==> src/rtl/reg_sel_pkg.sv <==
// Shared types and defaults for the register-select / register-list sequencer.
package reg_sel_pkg;

  typedef enum logic [1:0] {
    S_IDLE  = 2'd0,
    S_ISSUE = 2'd1,
    S_DONE  = 2'd2
  } seq_state_e;

  // Default LSB positions of the Ra/Rb/Rc fields and the register-list field in IR.
  localparam int unsigned DEF_RA_LSB   = 23;
  localparam int unsigned DEF_RB_LSB   = 19;
  localparam int unsigned DEF_RC_LSB   = 15;
  localparam int unsigned DEF_LIST_LSB = 0;

  // list_write: 1 drives Result_in (load-multiple), 0 drives Result_out (store-multiple).
  typedef enum logic {
    XFER_READ  = 1'b0,
    XFER_WRITE = 1'b1
  } xfer_dir_e;

  // list_desc: 1 walks the mask from the highest index down.
  typedef enum logic {
    ORDER_ASC  = 1'b0,
    ORDER_DESC = 1'b1
  } list_order_e;

endpackage

==> src/rtl/reg_priority_pick.sv <==
// Priority picker: selects the lowest (ascending) or highest (descending) set bit of a mask.
module reg_priority_pick #(
  parameter  int unsigned NUM_REGS = 16,
  localparam int unsigned REG_W    = $clog2(NUM_REGS)
) (
  input  logic [NUM_REGS-1:0] mask_i,
  input  logic                desc_i,
  output logic [REG_W-1:0]    idx_o,
  output logic [NUM_REGS-1:0] onehot_o,
  output logic                any_o
);

  // Scan in reverse priority order so the last hit is the winning index.
  always_comb begin
    int unsigned j;
    idx_o    = '0;
    onehot_o = '0;
    any_o    = |mask_i;
    for (int unsigned i = 0; i < NUM_REGS; i++) begin
      j = desc_i ? i : (NUM_REGS - 1 - i);
      if (mask_i[j]) idx_o = REG_W'(j);
    end
    if (any_o) onehot_o[idx_o] = 1'b1;
  end

endmodule

==> src/rtl/reg_list_sequencer.sv <==
// Register-select unit: single-field Ra/Rb/Rc decode plus a sequenced register-list walker.
module reg_list_sequencer
  import reg_sel_pkg::*;
#(
  parameter  int unsigned NUM_REGS   = 16,
  parameter  int unsigned IR_W       = 32,
  parameter  int unsigned RA_LSB     = DEF_RA_LSB,
  parameter  int unsigned RB_LSB     = DEF_RB_LSB,
  parameter  int unsigned RC_LSB     = DEF_RC_LSB,
  parameter  int unsigned LIST_LSB   = DEF_LIST_LSB,
  parameter  int unsigned ZERO_GUARD = 1,
  localparam int unsigned REG_W      = $clog2(NUM_REGS)
) (
  input  logic                clock,
  input  logic                clear_n,
  input  logic [IR_W-1:0]     IR,
  input  logic                Gra,
  input  logic                Grb,
  input  logic                Grc,
  input  logic                Rin,
  input  logic                Rout,
  input  logic                BAout,
  input  logic                list_start,
  input  logic                list_write,
  input  logic                list_desc,
  input  logic                step,
  output logic [NUM_REGS-1:0] Result_in,
  output logic [NUM_REGS-1:0] Result_out,
  output logic                busy,
  output logic                done,
  output logic [REG_W-1:0]    cur_reg,
  output logic [REG_W:0]      xfer_count
);

  seq_state_e            state_q, state_d;
  logic [NUM_REGS-1:0]   mask_q, mask_d;
  xfer_dir_e             dir_q, dir_d;
  list_order_e           order_q, order_d;
  logic [REG_W:0]        xfer_q, xfer_d;

  logic [REG_W-1:0]      sel_field;
  logic                  sel_valid;
  logic [NUM_REGS-1:0]   single_dec;
  logic [NUM_REGS-1:0]   pick_mask;
  logic [REG_W-1:0]      pick_idx;
  logic [NUM_REGS-1:0]   pick_onehot;
  logic                  pick_any;

  // Only some IR bits are fields; fold the rest away.
  logic                  unused_ir;
  assign unused_ir = ^IR;

  // Single-mode field select and one-hot decode; R0 or an invalid select gives no enable.
  always_comb begin
    sel_field  = '0;
    sel_valid  = 1'b0;
    single_dec = '0;
    unique case ({Gra, Grb, Grc})
      3'b100:  begin sel_field = IR[RA_LSB +: REG_W]; sel_valid = 1'b1; end
      3'b010:  begin sel_field = IR[RB_LSB +: REG_W]; sel_valid = 1'b1; end
      3'b001:  begin sel_field = IR[RC_LSB +: REG_W]; sel_valid = 1'b1; end
      default: begin sel_field = '0;                  sel_valid = 1'b0; end
    endcase
    if (sel_valid && (sel_field != '0)) single_dec = NUM_REGS'(1) << sel_field;
  end

  // The picker serves both paths: in list mode it walks the latched mask, otherwise it
  // passes the (already one-hot) single-mode decode through unchanged.
  assign pick_mask = (state_q == S_ISSUE) ? mask_q : single_dec;

  reg_priority_pick #(
    .NUM_REGS (NUM_REGS)
  ) u_pick (
    .mask_i   (pick_mask),
    .desc_i   (order_q == ORDER_DESC),
    .idx_o    (pick_idx),
    .onehot_o (pick_onehot),
    .any_o    (pick_any)
  );

  // Sequencer state, latched list mask/mode and transfer counter.
  always_ff @(posedge clock or negedge clear_n) begin
    if (!clear_n) begin
      state_q <= S_IDLE;
      mask_q  <= '0;
      dir_q   <= XFER_READ;
      order_q <= ORDER_ASC;
      xfer_q  <= '0;
    end else begin
      state_q <= state_d;
      mask_q  <= mask_d;
      dir_q   <= dir_d;
      order_q <= order_d;
      xfer_q  <= xfer_d;
    end
  end

  // Next-state logic: start latches the list, each step retires the current register.
  always_comb begin
    state_d = state_q;
    mask_d  = mask_q;
    dir_d   = dir_q;
    order_d = order_q;
    xfer_d  = xfer_q;
    unique case (state_q)
      S_IDLE: begin
        if (list_start) begin
          mask_d  = IR[LIST_LSB +: NUM_REGS];
          dir_d   = xfer_dir_e'(list_write);
          order_d = list_order_e'(list_desc);
          xfer_d  = '0;
          state_d = (IR[LIST_LSB +: NUM_REGS] != '0) ? S_ISSUE : S_DONE;
        end
      end
      S_ISSUE: begin
        if (step && pick_any) begin
          mask_d = mask_q & ~pick_onehot;
          xfer_d = xfer_q + (REG_W+1)'(1);
          if (mask_d == '0) state_d = S_DONE;
        end
      end
      S_DONE:  state_d = S_IDLE;
      default: state_d = S_IDLE;
    endcase
  end

  // Output mux: combinational decode in IDLE, one list member in ISSUE, nothing in DONE.
  always_comb begin
    Result_in  = '0;
    Result_out = '0;
    unique case (state_q)
      S_IDLE: begin
        Result_in  = pick_onehot & {NUM_REGS{Rin}};
        Result_out = pick_onehot & {NUM_REGS{Rout | BAout}};
        if ((ZERO_GUARD != 0) && BAout && (sel_field == '0)) Result_out = '0;
      end
      S_ISSUE: begin
        if (dir_q == XFER_WRITE) Result_in  = pick_onehot;
        else                     Result_out = pick_onehot;
      end
      default: begin
        Result_in  = '0;
        Result_out = '0;
      end
    endcase
  end

  assign busy       = (state_q == S_ISSUE);
  assign done       = (state_q == S_DONE);
  assign cur_reg    = (state_q == S_ISSUE) ? pick_idx : '0;
  assign xfer_count = xfer_q;

endmodule

==> config.mk <==
export PLATFORM = sky130hd
export DESIGN_NAME = reg_list_sequencer
export DESIGN_NICKNAME = d
export VERILOG_FILES = /design/src/rtl/reg_sel_pkg.sv /design/src/rtl/reg_priority_pick.sv /design/src/rtl/reg_list_sequencer.sv
export SDC_FILE = /design/constraint.sdc
export NUM_CORES = 1
export LEC_CHECK = 0
export BUFFER_PORTS_ARGS = -buffer_cell sky130_fd_sc_hd__buf_4
export CAP_MARGIN = 25
export CORE_MARGIN = 4
export CORE_UTILIZATION = 50
export CTS_CLUSTER_DIAMETER = 150
export DETAILED_ROUTE_END_ITERATION = 16
export PLACE_DENSITY = 0.78
export SYNTH_ARGS = -nofsm -noshare
export SYNTH_HDL_FRONTEND = slang
export SYNTH_SLANG_ARGS = --single-unit
==> constraint.sdc <==
create_clock -name clock -period 4.4 [get_ports clock]
set_clock_uncertainty 0.1 [all_clocks]
set_input_delay 0.44 -clock clock [delete_from_list [all_inputs] [get_ports clock]]
set_output_delay 0.44 -clock clock [all_outputs]
set_load 0.01 [all_outputs]
==> metrics list <==
* Outcome: finished, final reports clean
* Reg clk slew, reported paths: 0.10 ns
* Final worst path period share: 0.927
- In this run the worst hold path is classified as in -> reg.
* Post-synth ARST share: 1.00
- 0 antenna diodes ended up in the layout.
- Number of detailed-route iterations in the first pass: 5
- Setup violations remaining at the end of the flow were counted as 0.
* Core footprint: 0.00551 mm^2
- Residual DRC count: 0
* CP arrival: 3.54 ns
- For this run, the top clock speed supported by timing is 245 MHz.
- The die is 83.4 um tall.
* Count of maximum capacitance violations: 0
* CTS tree: yes
* Flop and latch count out of synthesis: 25
* Clock net sink count: 25
- Overflow left after global routing: 0
- Flip-flop cell with the highest count after synthesis: dfrtp_1
- Seq/Total Area, Yosys: 0.220
* Average footprint of a synthesized cell: 7.58 um^2
* Unrepaired setup endpoints after global routing: false
* P_sw: 1.90 mW
* Layout-stage area growth over the synthesis result: 25.3%
- Yosys printed 0 warnings.
- In the global route stage, overall resource usage came out at 0.295.
- Clock buffers created by TritonCTS: 3
- The worst path needs 4.08 ns of the cycle, external delays included.
* Buffer count from post-CTS setup fixing: 0
- Final Hold Viols: 0
- Design internal power: 1.44 mW
- The tree is rooted in a clkbuf_8.
* Leading cell types in the layout, fill and taps excluded: 91 x buf_4, 60 x nor2_1, 34 x nand2_1
- Synth cell types: 78
* Top-Level Pins: 87
- Of the total power, registers draw 0.163.
* Number of cells traversed by the worst register-to-register path: 11
- Cell row count: 27
- The die is 83.4 um wide.
- The worst setup path is captured at an output port.
- The share of total power dissipated in combinational logic is 0.793.
- Of all nets on the critical path, the largest fanout is 10.
- No sink is reached through more buffers than the 2 on the longest clock path.
- Worst-case headroom to the max-slew limit: 0.565
* Kind of critical path: in -> out
- Worst hold path depth: 3
- Placed wire-length estimate: 8.07 mm
- Power spread over the standard cell area amounts to 938 mW/mm^2.
- Number of nets in the layout: 493
* Detailed-route wire length per cell: 20.0 um
- The number of nets handed over by synthesis was 420.
* Static Leakage: 1.56 nW
- Tightest Pin Transition: 0.652 ns
- Summed instance area of the synthesized netlist: 0.00284 mm^2
- After detailed routing, the number of vias per cell comes to 6.69.
- In the final timing run, aggregate negative setup slack is 0 ns.
- Switching fraction of total power: 0.568
* Peak supply drop: 0.000635 V
* Number of routed nets with antenna violations: 0
- Synthesized instance count: 375
- The number of global-route vias before repair was 3351.
* Worst R2R Start: state_q[1]
- H-tree levels: 1
- The path with the worst hold slack has its endpoint at order_q.
- Excluding fillers, the count of instances in the completed layout stands at 519.
- Weighted congestion reported at the end of routability-driven placement: 0.976
- Slew Limit Fails: 0
- Placed cells: 514
- Data required time at the worst endpoint: 3.86 ns
* Quantity of I/O buffers inserted on ports: 81
- Leaving out fill and tap cells, the most frequent cell in the layout is buf_4.
- Fill cells: 504
* Total wire length: 10.4 mm
* Minimum setup slack among reg-to-reg paths: 0.67 ns
- Total vias in the final route: 3471
- Number of antenna violations at the first check in global routing: 0
* Power, Total: 3.34 mW
* Count of flip-flops with a built-in enable after synthesis: 0
- Clk pwr share: 0.044
- In this run the most critical hold path is launched from list_desc.
- Of the cells placed in the final design, the portion with a size suffix greater than 1 is 0.282.
* Global-route wire length before repair: 17.1 mm
* Starting density of the core: 0.516
- In this run the critical register-to-register path is captured at state_q[0].
- The floorplan step defined a die boundary enclosing 0.00695 mm^2.
* Crit start category: input pin
* Largest net degree at the start of global routing: 29
* Starting DRC count in detailed routing: 481
- Worst-skew pair later-pin latency: 0.28 ns
[routing by layer]
layer  GRT usage  wire length, um  vias up  share of wire
met4      0.0788              312        0          0.030
li1            -                -     1577              -
met3      0.0665             1120       34           0.11
met2       0.459             4550      222           0.44
met1       0.410             4380     1638           0.42
met5           0                0        -              0
[cell families after synthesis]
logic type	count (synthesis)	synth area share
AND/OR/NAND/NOR	164	0.311
AO/OA/AOI/OAI	146	0.392
buffers and inverters	33	0.0511
flip-flops	25	0.220
multiplexers	5	0.0185
XOR/XNOR	1	0.00308
adder cells (fa/ha/maj)	1	0.00440
[cell type report]
type	instances	area, um^2	share of cell area
timing repair buffer	92	693	0.195
clock buffer	3	41.3	0.0116
clock inverter	1	5.00	0.00141
multi-input combinational	317	2070	0.582
sequential	25	626	0.176
tap	72	90.1	0.0253
inverter	9	33.8	0.00949
[stage by stage]
| step | instance area [um^2] | setup WS (ns) | utilization | hold WS, ns |
|---|---|---|---|---|
| 6_report | 3560 | 0.322 | 0.646 | 0.264 |
| 5_1_grt | 3560 | 0.0518 | 0.646 | 0.277 |
| 4_1_cts | 3560 | 0.404 | 0.646 | 0.267 |
| 3_5_place_dp | 3500 | 0.326 | 0.636 | 0.265 |
| 3_3_place_gp | 3500 | 0.371 | 0.636 | 0.265 |
| 2_1_floorplan | 2840 | 1.12 | - | 0.0444 |
[cells in the mapped netlist, drive strengths merged (2+ instances only)]
| cell type | count | area share |
|---|---|---|
| a211o | 6 | 0.019 |
| a211oi | 7 | 0.031 |
| a21o | 16 | 0.042 |
| a21oi | 24 | 0.045 |
| a22o | 14 | 0.043 |
| a22oi | 3 | 0.0079 |
| a311oi | 2 | 0.0084 |
| a31oi | 7 | 0.015 |
| a32o | 4 | 0.014 |
| a32oi | 5 | 0.021 |
| and2 | 2 | 0.0044 |
| and4bb | 6 | 0.026 |
| buf | 12 | 0.023 |
| clkbuf | 12 | 0.016 |
| dfrtp | 25 | 0.22 |
| inv | 9 | 0.012 |
| mux2 | 2 | 0.0079 |
| mux2i | 3 | 0.011 |
| nand2 | 34 | 0.045 |
| nand2b | 5 | 0.011 |
| nand3 | 9 | 0.018 |
| nand4 | 2 | 0.0044 |
| nor2 | 63 | 0.088 |
| nor2b | 2 | 0.0044 |
| nor3 | 18 | 0.035 |
| nor3b | 3 | 0.014 |
| nor4 | 9 | 0.022 |
| nor4b | 2 | 0.011 |
| nor4bb | 2 | 0.0092 |
| o211ai | 3 | 0.0079 |
| o21a | 3 | 0.0079 |
| o21ai | 28 | 0.053 |
| o22ai | 3 | 0.0066 |
| o31a | 2 | 0.0062 |
| o31ai | 4 | 0.015 |
| or2 | 3 | 0.0066 |
| or3 | 3 | 0.0084 |
[timing repair]
item,in CTS,in global routing
resized for setup,0,0
hold buffers,1,0
endpoints found under the hold margin,25,0
[power groups by stage]
stage	Sequential (mW)	Combinational [mW]	Clock [mW]
after global placement	0.538	2.58	0
after global routing	0.561	2.87	0.155
after floorplan	0.454	1.88	0
final	0.545	2.65	0.146
after detailed placement	0.539	2.59	0
after CTS	0.536	2.60	0.146
[state kept, by name (all words and copies together), names as in the netlist]
register and flops:
dir_q 1, mask_q 16, order_q 1, state_q 2
xfer_count 5
[how the worst max path moves through the flow]
stage | from | depth (start not counted) | to
2_1_floorplan | Grc | 12 | state_q[0]
3_3_place_gp | Grc | 12 | Result_out[12]
3_5_place_dp | Grc | 13 | state_q[0]
4_1_cts | Grc | 12 | Result_out[12]
5_1_grt | Grc | 12 | Result_out[12]
6_report | Grc | 12 | Result_out[12]
[worst max-delay path, cell delays in order]
cell and delay, ns:
buf_4 0.14, nor3b_4 0.46, a211o_1 0.40, nand3_2 0.16, o31ai_1 0.35, o311ai_0 0.24
o211ai_1 0.23, a21oi_2 0.20, a21boi_0 0.42, nand2_1 0.22, nor2_1 0.13, buf_4 0.14
Note: power is estimated with default switching activity, not from simulation.
